`src/rtl/riscv_lsu.sv`:
```
// riscv_lsu: load/store unit between the core and the data memory.
// Turns byte/half/word core requests into word-aligned memory accesses with
// byte enables, stalls the core until the memory acknowledges, and extends
// the returned load data. A BUSY access with no acknowledge is abandoned
// with a fault after TIMEOUT cycles.
module riscv_lsu #(
    parameter int TIMEOUT = 16
) (
    input  logic        clk_i,
    input  logic        rst_i,
    input  logic        core_req_i,
    input  logic        core_we_i,
    input  logic [2:0]  core_size_i,
    input  logic [31:0] core_addr_i,
    input  logic [31:0] core_wd_i,
    output logic [31:0] core_rd_o,
    output logic        core_stall_o,
    output logic        core_misaligned_o,
    output logic        core_fault_o,
    output logic        mem_req_o,
    output logic        mem_we_o,
    output logic [3:0]  mem_be_o,
    output logic [31:0] mem_addr_o,
    output logic [31:0] mem_wd_o,
    input  logic [31:0] mem_rd_i,
    input  logic        mem_ready_i
);

    localparam int CW = $clog2(TIMEOUT) + 1;

    typedef enum logic {IDLE, BUSY} state_t;

    state_t          state_reg;
    logic [CW-1:0]   cnt_reg;
    logic [1:0]      off_reg;
    logic [2:0]      size_reg;

    logic            misaligned;
    logic            illegal;
    logic            bad_req;
    logic            timeout_hit;
    logic [3:0]      be_calc;
    logic [31:0]     wd_calc;
    logic [7:0]      byte_sel;
    logic [15:0]     half_sel;
    logic [31:0]     load_data;

    // Request legality, decoded straight from the core inputs.
    always_comb begin
        case (core_size_i)
            3'd0, 3'd1, 3'd2: illegal = 1'b0;
            3'd4, 3'd5:       illegal = core_we_i;   // unsigned sizes only make sense for loads
            default:          illegal = 1'b1;
        endcase
        misaligned = (((core_size_i == 3'd1) || (core_size_i == 3'd5)) && core_addr_i[0])
                   || ((core_size_i == 3'd2) && (core_addr_i[1:0] != 2'b00));
        bad_req    = misaligned || illegal;
    end

    // Byte-lane mask and lane-replicated store data for the current request.
    always_comb begin
        case (core_size_i)
            3'd0, 3'd4: be_calc = 4'b0001 << core_addr_i[1:0];
            3'd1, 3'd5: be_calc = 4'b0011 << core_addr_i[1:0];
            3'd2:       be_calc = 4'b1111;
            default:    be_calc = 4'b0000;
        endcase
        case (core_size_i)
            3'd0:    wd_calc = {4{core_wd_i[7:0]}};
            3'd1:    wd_calc = {2{core_wd_i[15:0]}};
            default: wd_calc = core_wd_i;
        endcase
    end

    // Lane selection and extension of the returned word, using the latched offset/size.
    always_comb begin
        case (off_reg)
            2'd0:    byte_sel = mem_rd_i[7:0];
            2'd1:    byte_sel = mem_rd_i[15:8];
            2'd2:    byte_sel = mem_rd_i[23:16];
            default: byte_sel = mem_rd_i[31:24];
        endcase
        half_sel = off_reg[1] ? mem_rd_i[31:16] : mem_rd_i[15:0];
        case (size_reg)
            3'd0:    load_data = {{24{byte_sel[7]}}, byte_sel};
            3'd4:    load_data = {24'h000000, byte_sel};
            3'd1:    load_data = {{16{half_sel[15]}}, half_sel};
            3'd5:    load_data = {16'h0000, half_sel};
            default: load_data = mem_rd_i;
        endcase
    end

    // Ready in the timeout cycle counts as a normal completion.
    assign timeout_hit = (state_reg == BUSY) && !mem_ready_i
                       && (cnt_reg == CW'(TIMEOUT - 1));

    // Core/memory handshake outputs; everything is held low while in reset.
    always_comb begin
        mem_req_o         = 1'b0;
        core_stall_o      = 1'b0;
        core_misaligned_o = 1'b0;
        core_fault_o      = 1'b0;
        core_rd_o         = 32'h0;
        if (!rst_i) begin
            case (state_reg)
                IDLE: begin
                    if (core_req_i) begin
                        if (bad_req) begin
                            core_misaligned_o = 1'b1;
                        end else begin
                            mem_req_o    = 1'b1;
                            core_stall_o = 1'b1;
                        end
                    end
                end
                default: begin
                    mem_req_o = 1'b1;
                    if (mem_ready_i) begin
                        if (!core_we_i) core_rd_o = load_data;
                    end else if (timeout_hit) begin
                        core_fault_o = 1'b1;
                    end else begin
                        core_stall_o = 1'b1;
                    end
                end
            endcase
        end
        mem_we_o = mem_req_o && core_we_i;
        mem_be_o = mem_req_o ? be_calc : 4'b0000;
    end

    assign mem_addr_o = {core_addr_i[31:2], 2'b00};
    assign mem_wd_o   = wd_calc;

    // Access state, wait counter and the lane information needed at completion.
    always_ff @(posedge clk_i or posedge rst_i) begin
        if (rst_i) begin
            state_reg <= IDLE;
            cnt_reg   <= '0;
            off_reg   <= 2'b00;
            size_reg  <= 3'b000;
        end else begin
            case (state_reg)
                IDLE: begin
                    if (core_req_i && !bad_req) begin
                        state_reg <= BUSY;
                        cnt_reg   <= '0;
                        off_reg   <= core_addr_i[1:0];
                        size_reg  <= core_size_i;
                    end
                end
                default: begin
                    if (mem_ready_i || timeout_hit) begin
                        state_reg <= IDLE;
                    end else begin
                        cnt_reg <= cnt_reg + CW'(1);
                    end
                end
            endcase
        end
    end

endmodule
```
`config.mk`:
```
export PLATFORM = sky130hd
export DESIGN_NAME = riscv_lsu
export DESIGN_NICKNAME = d
export VERILOG_FILES = /design/src/rtl/riscv_lsu.sv
export SDC_FILE = /design/constraint.sdc
export NUM_CORES = 1
export LEC_CHECK = 0
export ABC_AREA = 1
export CORE_ASPECT_RATIO = 1.1
export CORE_MARGIN = 5
export CORE_UTILIZATION = 31
export CTS_BUF_LIST = sky130_fd_sc_hd__clkbuf_4 sky130_fd_sc_hd__clkbuf_8
export DETAILED_ROUTE_END_ITERATION = 8
export GPL_TIMING_DRIVEN = 0
export PLACE_DENSITY = 0.82
export SLEW_MARGIN = 20
export SYNTH_ARGS = -nofsm -noshare
export SYNTH_HDL_FRONTEND = slang
export SYNTH_SLANG_ARGS = --single-unit
```
`constraint.sdc`:
```
create_clock -name clk_i -period 2.2 [get_ports clk_i]
set_clock_uncertainty 0.2 [all_clocks]
set_input_delay 0.33 -clock clk_i [delete_from_list [all_inputs] [get_ports clk_i]]
set_output_delay 0.33 -clock clk_i [all_outputs]
set_load 0.01 [all_outputs]
```
==> run metrics <==
outcome=complete, but fails checks; violated checks=setup timing; top cell type's share of synthesized area=14.5%; wire length of the first global-routing pass=roughly 16000 um; arrival time at the worst endpoint=roughly 1800 ps; Post-route DRC=0; final total power=~0.0024 W; maximum number of pins on one net before global-route repair=13; share of the yosys chip area belonging to registers=between 10 and 15%; Synth area leader=sky130_fd_sc_hd__buf_4; Placement Rows=32; length of routed met2 wiring=5780 um; Min-Delay Path Class=in -> async; CTS tree=built; kind of launch point of the worst setup path=flip-flop; met3 routed wirelength=1190 um; antenna violations before repair=1; met1 WL=3550 um; top cells by area, synth=sky130_fd_sc_hd__buf_4, sky130_fd_sc_hd__nand2_1, sky130_fd_sc_hd__dfrtp_1; number of storage elements in the synthesis netlist=11; P per Cell Area=524 nW/um^2; routed length per placed instance=16.3 um; number of nets with antenna violations after detailed routing=0; Post-Place Cell Area=approximately 4000 um^2; Routed Wire Length=between 10000 and 15000 um; TritonCTS sink count=11; DP Wirelength=7770 um; final weighted congestion of routability-driven global placement=0.927; delay of the slowest critical-path stage=400 ps; Max Freq=0.439 GHz; final critical path time including I/O delays and setup=2280 ps; overflow left after global routing=0; number of clock buffers inserted by TritonCTS=3; max-capacitance violation count=0; core area=6930 um^2; leakage power=between 2 and 2.5 nW; cells along the critical path=inv_2, nand2_4, nand2_2, nand2_2, nand3_4, o21bai_4, buf_8, buf_6, buf_6, nor3_2, buf_2; mean instance size in the synthesized netlist=between 6 and 7 um^2; number of inserted filler cells in the final layout=601; number of search-and-repair iterations in the first detailed-routing pass=4; Async S/R FF share, synth=100%; floorplan die area=8780 um^2; setup repair after global routing missed its margin=true; number of vias per cell=4.89; most numerous cell in the Yosys netlist=sky130_fd_sc_hd__nand2_1; PnR worst setup slack=-79.0 ps; Hold Buf Count CTS=0; final design instance area without fill=4570 um^2; fraction of final layout cells sized beyond drive strength 1=42.1%; Layout Area Growth over Synthesis=111%; Clock Path Buffers=2; Max Transition Viols Final=0; number of setup violations in the final report=15; Hold Violations, Final=0; highest routed layer=met5; number of flip-flops under the largest register name=5; Post-synth EDFFs=0; post-synthesis instance area=2170 um^2; number of top-level design ports=around 210; most frequent cells after synthesis=sky130_fd_sc_hd__nand2_1, sky130_fd_sc_hd__buf_4, sky130_fd_sc_hd__nor2_1; critical path class=reg -> out; Worst setup EP type=primary output; number of buffer cells added on primary ports=175; CP Max Fanout=5; number of levels the H-tree was split into=1; initial core utilization=31.3%; Peak VDD IR=294 uV; net count of the finished layout=687; y dimension of the die=about 100 um; Worst EP required=1670 ps; Syn Inst Count=354; via count=3252; n_diodes=0; width of the chip=89.8 um; final cycle utilization of the critical path=104%; Root Driver=sky130_fd_sc_hd__clkbuf_8; clock latency on the worst-skew pair=240 ps; Clk pin slew, worst setup/hold paths=50 ps; initial DRC count=152; Main synth FF type=sky130_fd_sc_hd__dfrtp_1; global-route total usage across every layer=between 20% and 30%; number of global-route vias before repair=3346; CP max-delay cell=sky130_fd_sc_hd__dfrtp_1; count of synthesis-stage warnings from yosys=0; Unique masters post-synth=36
per-stage QoR:
stage / setup TNS, ps / cells / hold WS [ps] / utilization, % / worst slack (ps)
after CTS: -545 / 652 / 167 / 62.7 / -95.5
after global routing: -1570 / 665 / 189 / 66.0 / -156
after floorplan: 0 / 355 / 27.1 / - / 240
after detailed placement: -46110 / 615 / 294 / 58.2 / -1080
final: -490 / 665 / 168 / 66.0 / -79.0
after global placement: -44160 / 615 / 277 / 58.2 / -1050
logic make-up after synthesis:
kind of cell	count (synthesis)	share of synthesized area (%)
simple gates	182	41.2
buf+inv	89	24.4
fa+ha+maj	2	1.15
xor+xnor	2	0.807
mux	1	0.461
flops	11	12.7
other cells	1	0.173
compound gates	66	19.1
path summary, 6_finish.rpt:
path                            cells after the start  slack, ps       endpoint            from
worst min-delay path                                3        170      state_reg           rst_i
max in group asynchronous                           3       1460    size_reg[1]           rst_i
worst max register to register                      9        330     cnt_reg[0]      cnt_reg[1]
worst min register to register                      2        300    size_reg[2]     size_reg[2]
min in group clk_i                                  3        190    size_reg[0]  core_size_i[0]
worst max-delay path                               11        -80  core_rd_o[25]      off_reg[1]
power by group:
part,internal [W],switching (W)
Combinational,0.000975,0.000902
Sequential,0.000247,0.0000533
Clock,0.000140,0.0000791
layout make-up:
cell class	count	area [um^2]	area share, %
Clock buffer	4	48.8	1.07
Timing Repair Buffer	221	1940	42.5
Buffer	55	453	9.91
Tap cell	85	106	2.33
Multi-Input combinational cell	255	1600	34.9
Sequential cell	11	277	6.05
Inverter	34	146	3.20
routing by layer:
metal | track usage [%] | up-vias
li1 | - | 1570
met1 | 20.8 | 1489
met2 | 42.2 | 169
met3 | 9.24 | 22
met4 | 8.60 | 2
met5 | 0 | -
critical path, delay by kind of cell (launching register included):
kind / cells / cell delay [ps]
AO/OA/AOI/OAI: 1 / 70
buffers and inverters: 5 / 630
flip-flops: 1 / 400
AND/OR/NAND/NOR: 5 / 400
layout by cell type (no fill, tap or decap), types with 4 or more instances in the layout:
cell type,instances
sky130_fd_sc_hd__inv_4,4
sky130_fd_sc_hd__o211ai_1,12
sky130_fd_sc_hd__clkdlybuf4s50_1,100
sky130_fd_sc_hd__inv_1,19
sky130_fd_sc_hd__inv_2,9
sky130_fd_sc_hd__nor3_2,13
sky130_fd_sc_hd__o21ai_0,19
sky130_fd_sc_hd__nand2_4,4
sky130_fd_sc_hd__dlygate4sd2_1,25
sky130_fd_sc_hd__a21oi_2,7
sky130_fd_sc_hd__nor2_1,38
sky130_fd_sc_hd__o21ai_2,11
sky130_fd_sc_hd__nand3_1,10
sky130_fd_sc_hd__o21ai_1,7
sky130_fd_sc_hd__nand2_1,73
sky130_fd_sc_hd__buf_6,21
sky130_fd_sc_hd__or2_4,8
sky130_fd_sc_hd__or2_2,5
sky130_fd_sc_hd__buf_2,36
sky130_fd_sc_hd__buf_4,73
sky130_fd_sc_hd__clkbuf_2,7
sky130_fd_sc_hd__a21oi_1,4
sky130_fd_sc_hd__dfrtp_1,10
sky130_fd_sc_hd__nand2_2,10
what timing repair did:
item                                    in CTS  in global routing
buffers inserted                            34                 14
gates cloned                                 0                  0
endpoints found under the hold margin        0                  0
pin swaps                                    9                 26
endpoints found under the setup margin      65                 49
gates resized for setup                    257                 68
No activity file was read; power rests on OpenSTA's default activity.
